### config.mk
export PLATFORM = sky130hd
export DESIGN_NAME = arbitro_cajero
export DESIGN_NICKNAME = d
export VERILOG_FILES = /design/src/rtl/arbitro_cajero.sv
export SDC_FILE = /design/constraint.sdc
export NUM_CORES = 1
export LEC_CHECK = 0
export BUFFER_PORTS_ARGS = -buffer_cell sky130_fd_sc_hd__buf_2
export CORE_MARGIN = 1
export CORE_UTILIZATION = 54
export DETAILED_ROUTE_END_ITERATION = 10
export HOLD_SLACK_MARGIN = 0.02
export PLACE_DENSITY = 0.79
export SYNTH_ARGS = -nofsm -noshare
export SYNTH_HDL_FRONTEND = slang
export SYNTH_SLANG_ARGS = --single-unit
### constraint.sdc
create_clock -name CLK -period 1.8 [get_ports CLK]
set_input_delay 0.36 -clock CLK [delete_from_list [all_inputs] [get_ports CLK]]
set_output_delay 0.36 -clock CLK [all_outputs]
set_load 0.01 [all_outputs]
### src/rtl/arbitro_cajero.sv
`default_nettype none
// ============================================================================
// Module   : arbitro_cajero
// Purpose  : Round-robin arbiter that shares one cajero core among 4 terminals.
// Revision : 1.0 - initial release
// ============================================================================
module arbitro_cajero #(
  parameter logic [7:0] TIMEOUT_CICLOS = 8'd200
) (
  input  logic       CLK,
  input  logic       RESET,
  input  logic [3:0] SOLICITUD,
  input  logic       ACTIVIDAD,
  input  logic       SESION_FIN,
  output logic [3:0] CONCESION,
  output logic [1:0] TERM_ACTIVA,
  output logic       TARJETA_CORE,
  output logic       OCUPADO,
  output logic       TIEMPO_AGOTADO
);

  typedef enum logic [1:0] {
    S_IDLE    = 2'd0,
    S_INICIO  = 2'd1,
    S_SESION  = 2'd2,
    S_LIBERAR = 2'd3
  } estado_t;

  localparam logic [7:0] C_LIMITE = TIMEOUT_CICLOS - 8'd1;

  estado_t    r_estado;
  logic [1:0] r_ultimo;
  logic [7:0] r_contador;
  logic [3:0] r_concesion;
  logic [1:0] r_term_activa;
  logic       r_tarjeta_core;
  logic       r_ocupado;
  logic       r_tiempo_agotado;

  estado_t    w_estado_sig;
  logic [1:0] w_ultimo;
  logic [7:0] w_contador;
  logic [3:0] w_concesion;
  logic [1:0] w_term_activa;
  logic       w_tarjeta_core;
  logic       w_ocupado;
  logic       w_tiempo_agotado;
  logic [1:0] w_ganador;
  logic       w_fin_sesion;
  logic       w_limite;

  // Scan starts just after the last winner and wraps back onto it last.
  function automatic logic [1:0] f_round_robin(input logic [3:0] req, input logic [1:0] last);
    logic [1:0] idx;
    logic [1:0] win;
    logic       found;
    win   = last;
    found = 1'b0;
    for (int k = 1; k <= 4; k++) begin
      idx = last + 2'(k);
      if (!found && req[idx]) begin
        win   = idx;
        found = 1'b1;
      end
    end
    return win;
  endfunction

  assign w_ganador    = f_round_robin(SOLICITUD, r_ultimo);
  assign w_fin_sesion = SESION_FIN || !SOLICITUD[r_term_activa];
  assign w_limite     = (r_contador == C_LIMITE) && !ACTIVIDAD;

  always_ff @(posedge CLK or posedge RESET) begin
    if (RESET) begin
      r_estado         <= S_IDLE;
      r_ultimo         <= 2'd3;
      r_contador       <= 8'd0;
      r_concesion      <= 4'b0000;
      r_term_activa    <= 2'd0;
      r_tarjeta_core   <= 1'b0;
      r_ocupado        <= 1'b0;
      r_tiempo_agotado <= 1'b0;
    end else begin
      r_estado         <= w_estado_sig;
      r_ultimo         <= w_ultimo;
      r_contador       <= w_contador;
      r_concesion      <= w_concesion;
      r_term_activa    <= w_term_activa;
      r_tarjeta_core   <= w_tarjeta_core;
      r_ocupado        <= w_ocupado;
      r_tiempo_agotado <= w_tiempo_agotado;
    end
  end

  // Output values are computed for the state being entered so they register on the same edge.
  always_comb begin
    w_estado_sig     = r_estado;
    w_ultimo         = r_ultimo;
    w_contador       = 8'd0;
    w_concesion      = r_concesion;
    w_term_activa    = r_term_activa;
    w_tarjeta_core   = 1'b0;
    w_ocupado        = r_ocupado;
    w_tiempo_agotado = 1'b0;

    case (r_estado)
      S_IDLE: begin
        w_concesion = 4'b0000;
        w_ocupado   = 1'b0;
        if (SOLICITUD != 4'b0000) begin
          w_estado_sig   = S_INICIO;
          w_ultimo       = w_ganador;
          w_concesion    = 4'b0001 << w_ganador;
          w_term_activa  = w_ganador;
          w_ocupado      = 1'b1;
          w_tarjeta_core = 1'b1;
        end
      end

      S_INICIO: begin
        w_estado_sig = S_SESION;
      end

      S_SESION: begin
        w_contador = ACTIVIDAD ? 8'd0 : r_contador + 8'd1;
        // A normal end or card removal takes priority over the timeout pulse.
        if (w_fin_sesion) begin
          w_estado_sig = S_LIBERAR;
          w_concesion  = 4'b0000;
          w_ocupado    = 1'b0;
        end else if (w_limite) begin
          w_estado_sig     = S_LIBERAR;
          w_concesion      = 4'b0000;
          w_ocupado        = 1'b0;
          w_tiempo_agotado = 1'b1;
        end
      end

      S_LIBERAR: begin
        w_estado_sig = S_IDLE;
        w_concesion  = 4'b0000;
        w_ocupado    = 1'b0;
      end

      default: begin
        w_estado_sig = S_IDLE;
        w_concesion  = 4'b0000;
        w_ocupado    = 1'b0;
      end
    endcase
  end

  assign CONCESION      = r_concesion;
  assign TERM_ACTIVA    = r_term_activa;
  assign TARJETA_CORE   = r_tarjeta_core;
  assign OCUPADO        = r_ocupado;
  assign TIEMPO_AGOTADO = r_tiempo_agotado;

endmodule
`default_nettype wire

==> results by group, run 1 <==
Worst setup path
  – CP peak stage delay: ~0.4 ns
  – Stages on the worst setup path: 6
  – Startpoint Class: flip-flop
  – Worst Path Max Fanout: 6
  – Worst path arrival time: roughly 1.9 ns
  – CP required: 2.02 ns
  – Crit path from: r_estado[0]
  – Critical path class: flip-flop to flip-flop
  – CP bufs+invs: 1
  – CP max stage cell: dfrtp_1
  – Worst R2R Path Depth: 6
  – Critical path endpoint category: flip-flop
  – Reg2reg start: r_estado[0]
  – Reg-to-reg setup timing slack: slightly below 0.09 ns
  – Critical-path cell list: inv_1 -> ha_2 -> nor3b_1 -> a2bb2oi_2 -> o21ai_1 -> mux2i_1
  – CP delay by family, top: flip-flops

Outcome
  – Status: finished clean

Yosys
  – Cell count after synthesis: 97
  – Part of the Yosys area used for sequential elements: between 40 and 50%
  – Mapped Nets: 110
  – Post-Syn Area per Cell: ~11 µm²
  – Unique cell type count in the Yosys netlist: 35
  – Synthesized cell area: between 1000 and 1500 µm²
  – Seq cells post-synth: 21
  – YS warnings: 0

Drt
  – Number of vias per cell: approximately 5.4
  – WL final: approximately 1900 µm
  – Vias: slightly below 800
  – DR iter-0 viols: 21
  – DR pass1 iterations: 5
  – DRC Markers: 0
  – Wire per inst: 13.1 µm
  – Post-route ant nets: 0

Global route
  – Initial antenna violation count: 0
  – First-pass GRT wire length: approximately 2900 µm
  – Vias in the first global route: 662
  – Tot GR Track Use: around 19%
  – Grt ovf: 0
  – Pin count of the biggest net entering global routing: 22

STA
  – Setup-failing EPs final: 0
  – Clk_skew: roughly 0.0078 ns
  – Relative slew slack: ~70%
  – Slew @ Worst Pin: ~0.42 ns
  – Minimum clock period: between 1.5 and 2 ns
  – Final worst slack: just under 0.09 ns
  – Max Slew Vio Count: 0
  – Final hold viol count: 0
  – Final Cycle Share: 95.1%
  – Max Clock Freq: ~600 MHz

CTS
  – Post-cts hold buffer count: 0
  – Max H-tree Level: 1
  – CTS tree: built
  – Clk_lat worst skew: roughly 0.30 ns
  – Clock root buffer master: clkbuf_4
  – CTS Buf Count: 3
  – CTS sink cnt: 21
  – CTS clk-pin slew, worst paths: 0.11 ns
  – Max clock buf depth: 2

Layout
  – Diode count: 0
  – Layout cell share with drive strength beyond 1: 28.0%
  – Layout area overhead: 14.9%
  – NumNets Final: about 130
  – Most common cell after layout, fill and taps aside: dfrtp_1
  – Final Instance Area: 1220 µm²
  – Most frequent cells in the layout: dfrtp_1 (19), buf_2 (16), nor2_1 (11)

Power and ir drop
  – Power share of the sequential group: between 40% and 50%
  – Final Power: ~1.7 mW
  – Max VDD drop: roughly 0.79 mV
  – Clock Power Share: between 10% and 20%
  – Int Pwr: around 1.1 mW
  – Logic pwr share: a little under half
  – Pleak: 0.590 nW
  – Net Sw Power: roughly 0.65 mW
  – Net Sw Frac: ~38%
  – PwrDens: around 1400 nW/µm²

Placement
  – GP Congestion: 0.736
  – Hpwl dp: 1420 µm
  – Worst slack, placed: 0.0613 ns
  – PortBufs: 16
  – Post-Place Cell Area: approximately 1200 µm²

Floorplanning
  – # rows: 15
  – Die footprint: approximately 2100 µm²
  – Core Region: roughly 1800 µm²
  – Initial Utilization: roughly three fifths
  – Die Height: 46.3 µm
  – Ports: 17
  – Die Width: ~46 µm

Flow run
  – Max Cap Viol: 0

Hold path
  – Hold WC Path Type: primary input to asynchronous set/reset pin
power by group through the flow:
stage	sequential [mW]	clock, mW	combinational (mW)
floorplan	0.746	0	0.507
global placement	0.720	0	0.739
detailed placement	0.726	0	0.765
CTS	0.719	0.226	0.769
global route	0.736	0.250	0.868
finish	0.721	0.221	0.787
cells in the mapped netlist (all sizes together):
cell type / count / share of area (%)
nand2: 5 / 1.8
a21o: 2 / 1.4
nand3b: 1 / 0.71
o21ai: 6 / 2.8
ha: 5 / 5.9
xnor2: 2 / 1.7
inv: 7 / 2.5
mux2i: 3 / 2.8
clkbuf: 1 / 0.35
nand2b: 1 / 0.59
nor3b: 1 / 0.71
or2b: 3 / 2.2
nor4: 2 / 1.8
and4b: 1 / 0.94
nor2b: 2 / 1.2
a2bb2oi: 1 / 1.4
nor4b: 1 / 0.83
a32o: 4 / 3.8
and2: 1 / 0.59
a21oi: 1 / 0.47
and3: 2 / 1.2
a221o: 1 / 1.1
nand3: 2 / 0.94
o21a: 1 / 0.71
nor2: 11 / 3.9
dfrtp: 19 / 45
mux2: 3 / 3.2
o22ai: 1 / 0.59
dfstp: 2 / 5.0
xor2: 4 / 3.3
a221oi: 1 / 0.83
metrics by stage:
step	TNS, ns	hold WS, ns	instances	utilization, %
6_report	0	0.0582	143	68.3
5_1_grt	-0.0206	0.0868	143	68.3
4_1_cts	0	0.0652	143	67.8
3_5_place_dp	0	0.400	139	66.3
3_3_place_gp	0	0.395	139	66.3
2_1_floorplan	0	0.335	97	-
per-layer routing:
| metal | share of wire (%) | track usage, % | up-vias |
|---|---|---|---|
| met5 | 0 | 0 | - |
| li1 | - | - | 383 |
| met2 | 44 | 27.5 | 13 |
| met4 | 0.75 | 5.29 | 0 |
| met1 | 52 | 29.8 | 378 |
| met3 | 2.6 | 3.53 | 2 |
final timing paths:
check                                      to
worst max-delay path              r_estado[1]
worst min-delay path             CONCESION[1]
worst max register to register    r_estado[1]
worst min register to register  r_contador[0]
max in group asynchronous         r_ultimo[1]
min in group CLK                r_contador[0]
kinds of logic after synthesis:
family                     count (synthesis)  synth area share (%)
and+or+nand+nor                           33                  17.4
adders and majority gates                  5                  5.90
buffers and inverters                      8                  2.83
muxes                                      6                  6.02
AOI/OAI and AO/OA                         18                  13.1
DFF                                       21                  49.8
xor gates and xnor gates                   6                  4.96
registers in the layout, summed over array words and instances (netlist names):
signal          count
r_contador          8
r_estado            2
TERM_ACTIVA         2
OCUPADO             1
TARJETA_CORE        1
CONCESION           4
TIEMPO_AGOTADO      1
r_ultimo            2
layout make-up:
| cell class | count | area [µm²] |
|---|---|---|
| Inverter | 7 | 26.3 |
| Multi-Input combinational cell | 68 | 510 |
| Sequential cell | 21 | 528 |
| Fill cell | 145 | 566 |
| Clock buffer | 4 | 26.3 |
| Timing Repair Buffer | 18 | 95.1 |
| Tap cell | 25 | 31.3 |
what timing repair did:
action | in CTS | in global routing
gates resized for setup | 0 | 2
buffers inserted | 0 | 0
setup endpoints to repair | 0 | 5
worst reg2reg max path, cell delays in order (launching register included):
cell	delay, ns
dfrtp_1	0.40
inv_1	0.13
ha_2	0.26
nor3b_1	0.24
a2bb2oi_2	0.11
o21ai_1	0.27
mux2i_1	0.24
(Power assumes the default switching activity.)
==> run 2: changes to the inputs <==
- ABC_AREA: not set -> 1
- CORE_UTILIZATION: 54 -> 55
- PLACE_DENSITY: 0.79 -> 0.78
==> run 2 against run 1 <==
Effect of this change: core utilization shrank 1.2 points; clock-buffer cell count shrank 1; largest cell class is now multi-input gates; fmax grew 3.0%; die area grew 22%; hold slack is essentially flat; setup slack gained 0.051 ns; combinational power grew 100%; highest routed layer unchanged; first-iteration DRC count grew 110%; clock skew is essentially flat; largest power group unchanged; cell count grew 64%.
==> results by group, run 2 <==
CTS
  – CTS Buf Count: 3 (unchanged)
  – CTS clk-pin slew, worst paths: 0.11 ns (about the same)
  – Clk_lat worst skew: 0.30 ns (about the same)
  – CTS tree: built
  – Max H-tree Level: 1 (unchanged)
  – Clock root buffer master: clkbuf_4
  – CTS sink cnt: 21 (unchanged)
  – Resized cells post-CTS: 0 (unchanged)
  – Max clock buf depth: 2 (unchanged)

Power and ir drop
  – Pleak: 0.872 nW (+48%)
  – Max VDD drop: 1.21 mV (+54%)
  – PwrDens: 1670 nW/µm² (+17%)

Placement
  – Hpwl dp: 2140 µm (+50%)
  – Worst slack, placed: 0.134 ns (+0.0725 ns)
  – PortBufs: 16 (unchanged)
  – GP Congestion: 0.857 (+16%)

Worst setup path
  – CP delay by family, top: simple AND/OR/NAND/NOR gates
  – Critical path endpoint category: flip-flop
  – Worst path arrival time: 1.87 ns (-0.06 ns)
  – Cell mode on critical path: nand2_1
  – Critical-path cell list: dlymetal6s2s_1 -> nand2_1 -> nand2_2 -> nand2_4 -> nand2_4 -> inv_4 -> nand3_1 -> nand2_1 -> nand2_1 -> nand2_2 -> nand2_1 -> nand2_1
  – Worst R2R Path Depth: 12 (+6)
  – Reg-to-Reg End: CONCESION[3]
  – Reg2reg start: r_ultimo[0]
  – CP max stage cell: dfstp_2
  – Startpoint Class: flip-flop
  – Worst Path Max Fanout: 5 (-1)
  – Reg-to-reg setup timing slack: 0.14 ns (+0.05 ns)
  – Stages on the worst setup path: 12 (+6)
  – CP peak stage delay: 0.56 ns (+0.16 ns)
  – CP required: 2.01 ns (about the same)
  – Crit path from: r_ultimo[0]
  – Critical path class: flip-flop to flip-flop
  – CP Capture Point: CONCESION[3]
  – CP bufs+invs: 2 (+1)

Yosys
  – Cell accounting for the most synthesized area: dfrtp_1
  – Unique cell type count in the Yosys netlist: 27 (-23%)
  – Post-Syn Area per Cell: 7.31 µm² (-33%)
  – Part of the Yosys area used for sequential elements: 39.7% (-10 points)
  – Mapped Nets: 195 (+77%)
  – Synthesized cell area: 1330 µm² (+26%)
  – Asr flop ratio synth: 100% (unchanged)
  – YS warnings: 0 (unchanged)
  – Top cell type's share of synthesized area: 35.7% (-9.1 points)
  – Seq cells post-synth: 21 (unchanged)
  – Cell count after synthesis: 182 (+88%)
  – Top_reg_cell synth: dfrtp_1
  – Post-synth top cells: nand2_1 (69), inv_1 (20), dfrtp_1 (19)
  – Ranking of synthesized cells by area: dfrtp_1 (36%), nand2_1 (19%), inv_1 (5.6%), nand2_2 (5.2%), ha_1 (4.7%)
  – Most frequent cell after synthesis: nand2_1
  – Post-synth EDFFs: 0 (unchanged)

STA
  – Minimum clock period: 1.66 ns (-0.0506 ns)
  – Final worst slack: 0.139 ns (+0.0506 ns)
  – RSZ-0062 raised after global routing: false
  – Slew @ Worst Pin: 0.462 ns (+0.0426 ns)
  – Final Cycle Share: 92.3% (-2.8 points)
  – Relative slew slack: 69.2% (-2.8 points)
  – Setup TNS: 0 ns (unchanged)
  – Setup-failing EPs final: 0 (unchanged)
  – Worst hold margin: 0.0578 ns (-0.000394 ns)
  – Final hold viol count: 0 (unchanged)
  – Max Clock Freq: 602 MHz (+3.0%)
  – Max Slew Vio Count: 0 (unchanged)
  – Clk_skew: 0.00752 ns (-0.000301 ns)

Global route
  – Vias in the first global route: 1075 (+62%)
  – Pin count of the biggest net entering global routing: 22 (unchanged)
  – Grt ovf: 0 (unchanged)
  – Initial antenna violation count: 0 (unchanged)
  – Tot GR Track Use: 23.6% (+4.2 points)
  – First-pass GRT wire length: 4620 µm (+59%)

Floorplanning
  – Core Region: 2250 µm² (+26%)
  – Initial Utilization: 59.0% (-0.39 points)
  – Die Width: 51.2 µm (+11%)
  – Ports: 17 (unchanged)
  – # rows: 17 (+2)
  – Die Height: 51.2 µm (+11%)
  – Die footprint: 2620 µm² (+22%)

Drt
  – Vias: 1184 (+53%)
  – DR iter-0 viols: 45 (+110%)
  – Number of vias per cell: 5.04 (-7.2%)
  – Post-route ant nets: 0 (unchanged)
  – DRC Markers: 0 (unchanged)
  – DR pass1 iterations: 4 (-1)
  – Wire per inst: 11.5 µm (-12%)
  – WL final: 2690 µm (+44%)

Layout
  – Diode count: 0 (unchanged)
  – Layout area overhead: 13.6%
  – Layout cell share with drive strength beyond 1: 24.6% (-3.3 points)
  – Core Util, Final: 67.1% (-1.2 points)
  – Most frequent cells in the layout: nand2_1 (69), inv_1 (20), dfrtp_1 (19)
  – Most common cell after layout, fill and taps aside: nand2_1
  – NumNets Final: 221 (+67%)
  – Biggest register: r_contador
  – Largest register FFs: 8 (unchanged)

Flow run
  – Max Cap Viol: 0 (unchanged)

Hold path
  – Hold WC Path Type: primary input to asynchronous set/reset pin

Outcome
  – Status: finished clean
## run 2: cell count changes in the layout (fill, tap and decap cells not counted), moves of 4 or more
cell     before  now
nor3_1        0    4
inv_1         6   20
nand3_1       2   12
nand2_1       5   69
a32o_1        4    0
nand2_2       0   11
## run 2: worst min-delay path by stage
stage	endpoint	slack [ns]	depth (start not counted)
floorplan	CONCESION[0]	0.34	1
global placement	r_contador[2]	0.39	3
detailed placement	CONCESION[3]	0.40	3
CTS	CONCESION[3]	0.05	3
global route	CONCESION[2]	0.07	3
finish	CONCESION[3]	0.06	3
## run 2: stage by stage
stage,std cells,power [mW],instance area (µm²)
4_1_cts,230,2.46,1470
6_report,235,2.52,1510
5_1_grt,235,2.77,1510
2_1_floorplan,182,1.91,1330
3_3_place_gp,226,2.15,1440
3_5_place_dp,226,2.22,1440
## run 2: power breakdown
| part | internal, mW | switching [mW] |
|---|---|---|
| combinational | 0.571 | 1.02 |
| clock | 0.0830 | 0.138 |
| sequential | 0.612 | 0.101 |
| total | 1.27 | 1.26 |
## run 2: cell families after synthesis
| group | count (synthesis) | synth area share (%) |
|---|---|---|
| AO/OA/AOI/OAI | 12 | 5.08 |
| XOR/XNOR | 1 | 0.658 |
| adder cells (fa/ha/maj) | 5 | 4.70 |
| buffers and inverters | 25 | 8.36 |
| flip-flops | 21 | 39.7 |
| AND/OR/NAND/NOR | 118 | 41.5 |
## run 2: worst register-to-register path, stage by stage, from the launching register on
cell and delay [ns]:
dfstp_2 0.56, dlymetal6s2s_1 0.19, nand2_1 0.09, nand2_2 0.11, nand2_4 0.07, nand2_4 0.10, inv_4 0.05, nand3_1 0.08
nand2_1 0.06, nand2_1 0.07, nand2_2 0.07, nand2_1 0.08, nand2_1 0.05
## run 2: per-layer routing
metal,routed length (µm),GRT usage [%]
met2,1240,37.3
met3,106,5.36
met1,1330,32.9
met4,23,5.56
met5,0,0
## run 2: final cells by class
type | count | area [µm²]
inverter | 24 | 100
clock inverter | 1 | 5.00
multi-input combinational | 136 | 692
timing repair buffer | 22 | 130
clock buffer | 3 | 22.5
tap | 28 | 35.0
fill | 189 | 742
sequential | 21 | 528
## run 2: timing repair
action                                  in CTS  in global routing
buffers inserted                             0                  5
endpoints found under the setup margin       0                  3
hold buffers                                 0                  0
==> run 3: changes to the inputs <==
==> constraint.sdc (replaced) <==
create_clock -name CLK -period 1.8 [get_ports CLK]
set_input_delay 0.18 -clock CLK [delete_from_list [all_inputs] [get_ports CLK]]
set_output_delay 0.18 -clock CLK [all_outputs]
set_load 0.01 [all_outputs]
==> run 3 against run 2 <==
Effect of this change: design area rose by 0.66%; core utilization rose by 0.44 points; non-clock buffer count rose by 1; critical path depth did not move; sequential cell count did not move; global-route usage rose by 0.13 points; hold slack improved by 0.056 ns; clock-buffer cell count did not move; critical path type unchanged; critical endpoint unchanged; largest cell class unchanged; highest routed layer unchanged.
==> results by group, run 3 (synthesized netlist as in run 2, its figures left out) <==
Floorplanning
  – Die Width: 51.2 µm (unchanged)
  – Core Region: 2250 µm² (unchanged)
  – Die Height: 51.2 µm (unchanged)
  – # rows: 17 (unchanged)
  – Ports: 17 (unchanged)
  – Die footprint: 2620 µm² (unchanged)
  – Initial Utilization: 59.0% (unchanged)

Power and ir drop
  – PwrDens: 1660 nW/µm² (-0.59%)
  – Int Pwr: 1.27 mW (+0.11%)
  – Max VDD drop: 1.21 mV (unchanged)
  – Net Sw Power: 1.26 mW (about the same)
  – Pleak: 0.876 nW (+0.48%)
  – Clock Power Share: 8.8% (about the same)
  – Logic pwr share: 63.0% (about the same)
  – Final Power: 2.52 mW (about the same)
  – Power share of the sequential group: 28.3% (about the same)
  – Net Sw Frac: 49.8% (about the same)

Drt
  – Vias: 1188 (+0.34%)
  – Post-route ant nets: 0 (unchanged)
  – Wire per inst: 11.4 µm (-0.16%)
  – WL final: 2700 µm (+0.26%)
  – Number of vias per cell: 5.03 (about the same)
  – DR iter-0 viols: 45 (unchanged)
  – DR pass1 iterations: 4 (unchanged)
  – DRC Markers: 0 (unchanged)

Worst setup path
  – CP required: 2.01 ns (about the same)
  – Worst Path Max Fanout: 5 (unchanged)
  – Reg-to-reg setup timing slack: 0.14 ns (about the same)
  – Critical-path cell list: dlymetal6s2s_1 -> nand2_1 -> nand2_2 -> nand2_4 -> nand2_4 -> inv_4 -> nand3_1 -> nand2_1 -> nand2_1 -> nand2_2 -> nand2_1 -> nand2_1
  – CP peak stage delay: 0.56 ns (about the same)
  – Critical path class: flip-flop to flip-flop
  – Startpoint Class: flip-flop
  – Critical path endpoint category: flip-flop
  – Worst path arrival time: 1.87 ns (about the same)
  – CP max stage cell: dfstp_2
  – Worst R2R Path Depth: 12 (unchanged)
  – Reg-to-Reg End: CONCESION[3]
  – Cell mode on critical path: nand2_1
  – Reg2reg start: r_ultimo[0]

STA
  – Final Cycle Share: 92.3% (unchanged)
  – Setup-failing EPs final: 0 (unchanged)
  – Clk_skew: 0.00752 ns (unchanged)
  – RSZ-0062 raised after global routing: false
  – Max Slew Vio Count: 0 (unchanged)
  – Slew @ Worst Pin: 0.462 ns (unchanged)
  – Minimum clock period: 1.66 ns (unchanged)
  – Max Clock Freq: 602 MHz (unchanged)
  – Setup TNS: 0 ns (unchanged)
  – Relative slew slack: 69.2% (unchanged)
  – Final hold viol count: 0 (unchanged)
  – Worst hold margin: 0.114 ns (+0.0563 ns)

Global route
  – Tot GR Track Use: 23.8% (+0.13 points)
  – Grt ovf: 0 (unchanged)
  – M3 GR Usage: 5.36% (unchanged)
  – First-pass GRT wire length: 4640 µm (+0.58%)
  – Met2 GRT Util: 37.7% (+0.44 points)
  – Initial antenna violation count: 0 (unchanged)
  – Vias in the first global route: 1087 (+1.1%)
  – Busiest metal layer after global routing: met2
  – Pin count of the biggest net entering global routing: 22 (unchanged)
  – Met1 usage in global routing: 32.9% (unchanged)

Layout
  – Largest register FFs: 8 (unchanged)
  – Fill cell count: 188 (-0.53%)
  – Most frequent cells in the layout: nand2_1 (69), inv_1 (20), dfrtp_1 (19)
  – Diode count: 0 (unchanged)
  – Most common cell after layout, fill and taps aside: nand2_1
  – Fin cells: 236 (+0.43%)
  – NumNets Final: 222 (+0.45%)
  – Core Util, Final: 67.5% (+0.44 points)
  – Layout cell share with drive strength beyond 1: 24.5% (-0.12 points)
  – Layout area overhead: 14.4%
  – Biggest register: r_contador

CTS
  – Max H-tree Level: 1 (unchanged)
  – Max clock buf depth: 2 (unchanged)
  – CTS sink cnt: 21 (unchanged)
  – CTS tree: built
  – Clk_lat worst skew: 0.30 ns (about the same)
  – CTS clk-pin slew, worst paths: 0.11 ns (about the same)
  – Clock root buffer master: clkbuf_4
  – CTS Buf Count: 3 (unchanged)
  – Resized cells post-CTS: 0 (unchanged)

Flow run
  – Max Cap Viol: 0 (unchanged)

Placement
  – Placed cells: 226 (unchanged)
  – GP Congestion: 0.857 (unchanged)
  – PortBufs: 16 (unchanged)
  – Hpwl dp: 2140 µm (unchanged)

Hold path
  – Hold EP: r_contador[1]
  – Worst Hold Path Cells: 4
  – Hold WC Path Type: primary input to flip-flop
  – Hold wc startpoint: ACTIVIDAD

Outcome
  – Status: finished clean
[run 3: how the worst max path moves through the flow]
| stage | start | end | slack, ns | cells past startpoint |
|---|---|---|---|---|
| detailed placement | r_ultimo[0] | CONCESION[2] | 0.13 | 11 |
| finish | r_ultimo[0] | CONCESION[3] | 0.14 | 12 |
| global route | r_ultimo[0] | CONCESION[3] | 0.01 | 12 |
| floorplan | r_ultimo[0] | CONCESION[2] | 0.32 | 12 |
| CTS | r_ultimo[0] | r_ultimo[0] | 0.13 | 10 |
| global placement | r_ultimo[0] | CONCESION[3] | 0.21 | 11 |
[run 3: power groups by stage]
| stage | Clock [mW] | Combinational (mW) | Sequential, mW |
|---|---|---|---|
| after global routing | 0.250 | 1.80 | 0.727 |
| after global placement | 0 | 1.40 | 0.748 |
| after detailed placement | 0 | 1.47 | 0.757 |
| after floorplan | 0 | 1.18 | 0.728 |
| after CTS | 0.236 | 1.47 | 0.748 |
| final | 0.221 | 1.59 | 0.713 |
[run 3: worst max-delay path: cells and delay by family, from the launching register on]
family | cells | cell delay, ns
flip-flops | 1 | 0.56
buffers and inverters | 2 | 0.23
AND/OR/NAND/NOR | 10 | 0.78
[run 3: routing by layer]
layer	vias to the layer above	share of wire [%]	wire length (µm)
met5	-	0	0
met4	0	0.85	23
met3	4	4.0	108
met2	29	46	1240
met1	527	49	1330
li1	628	-	-
[run 3: what timing repair did]
item,in CTS,in global routing
endpoints found under the hold margin,19,0
hold buffers,1,0
setup endpoints to repair,0,3
setup buffers,0,5
[run 3: metrics by stage]
| step | area, µm² | setup WS, ns |
|---|---|---|
| floorplan | 1330 | 0.320 |
| global placement | 1440 | 0.209 |
| detailed placement | 1440 | 0.134 |
| CTS | 1480 | 0.128 |
| global route | 1520 | 0.0102 |
| finish | 1520 | 0.139 |
[run 3: area by class of cell]
| class | count | area (µm²) | share of cell area [%] |
|---|---|---|---|
| multi-input cells | 136 | 692 | 45.4 |
| flip-flops and latches | 21 | 528 | 34.7 |
| repair buffers | 23 | 140 | 9.20 |
| inverters | 24 | 100 | 6.57 |
| well taps | 28 | 35.0 | 2.30 |
| clock buffers | 3 | 22.5 | 1.48 |
| clock inverters | 1 | 5.00 | 0.329 |
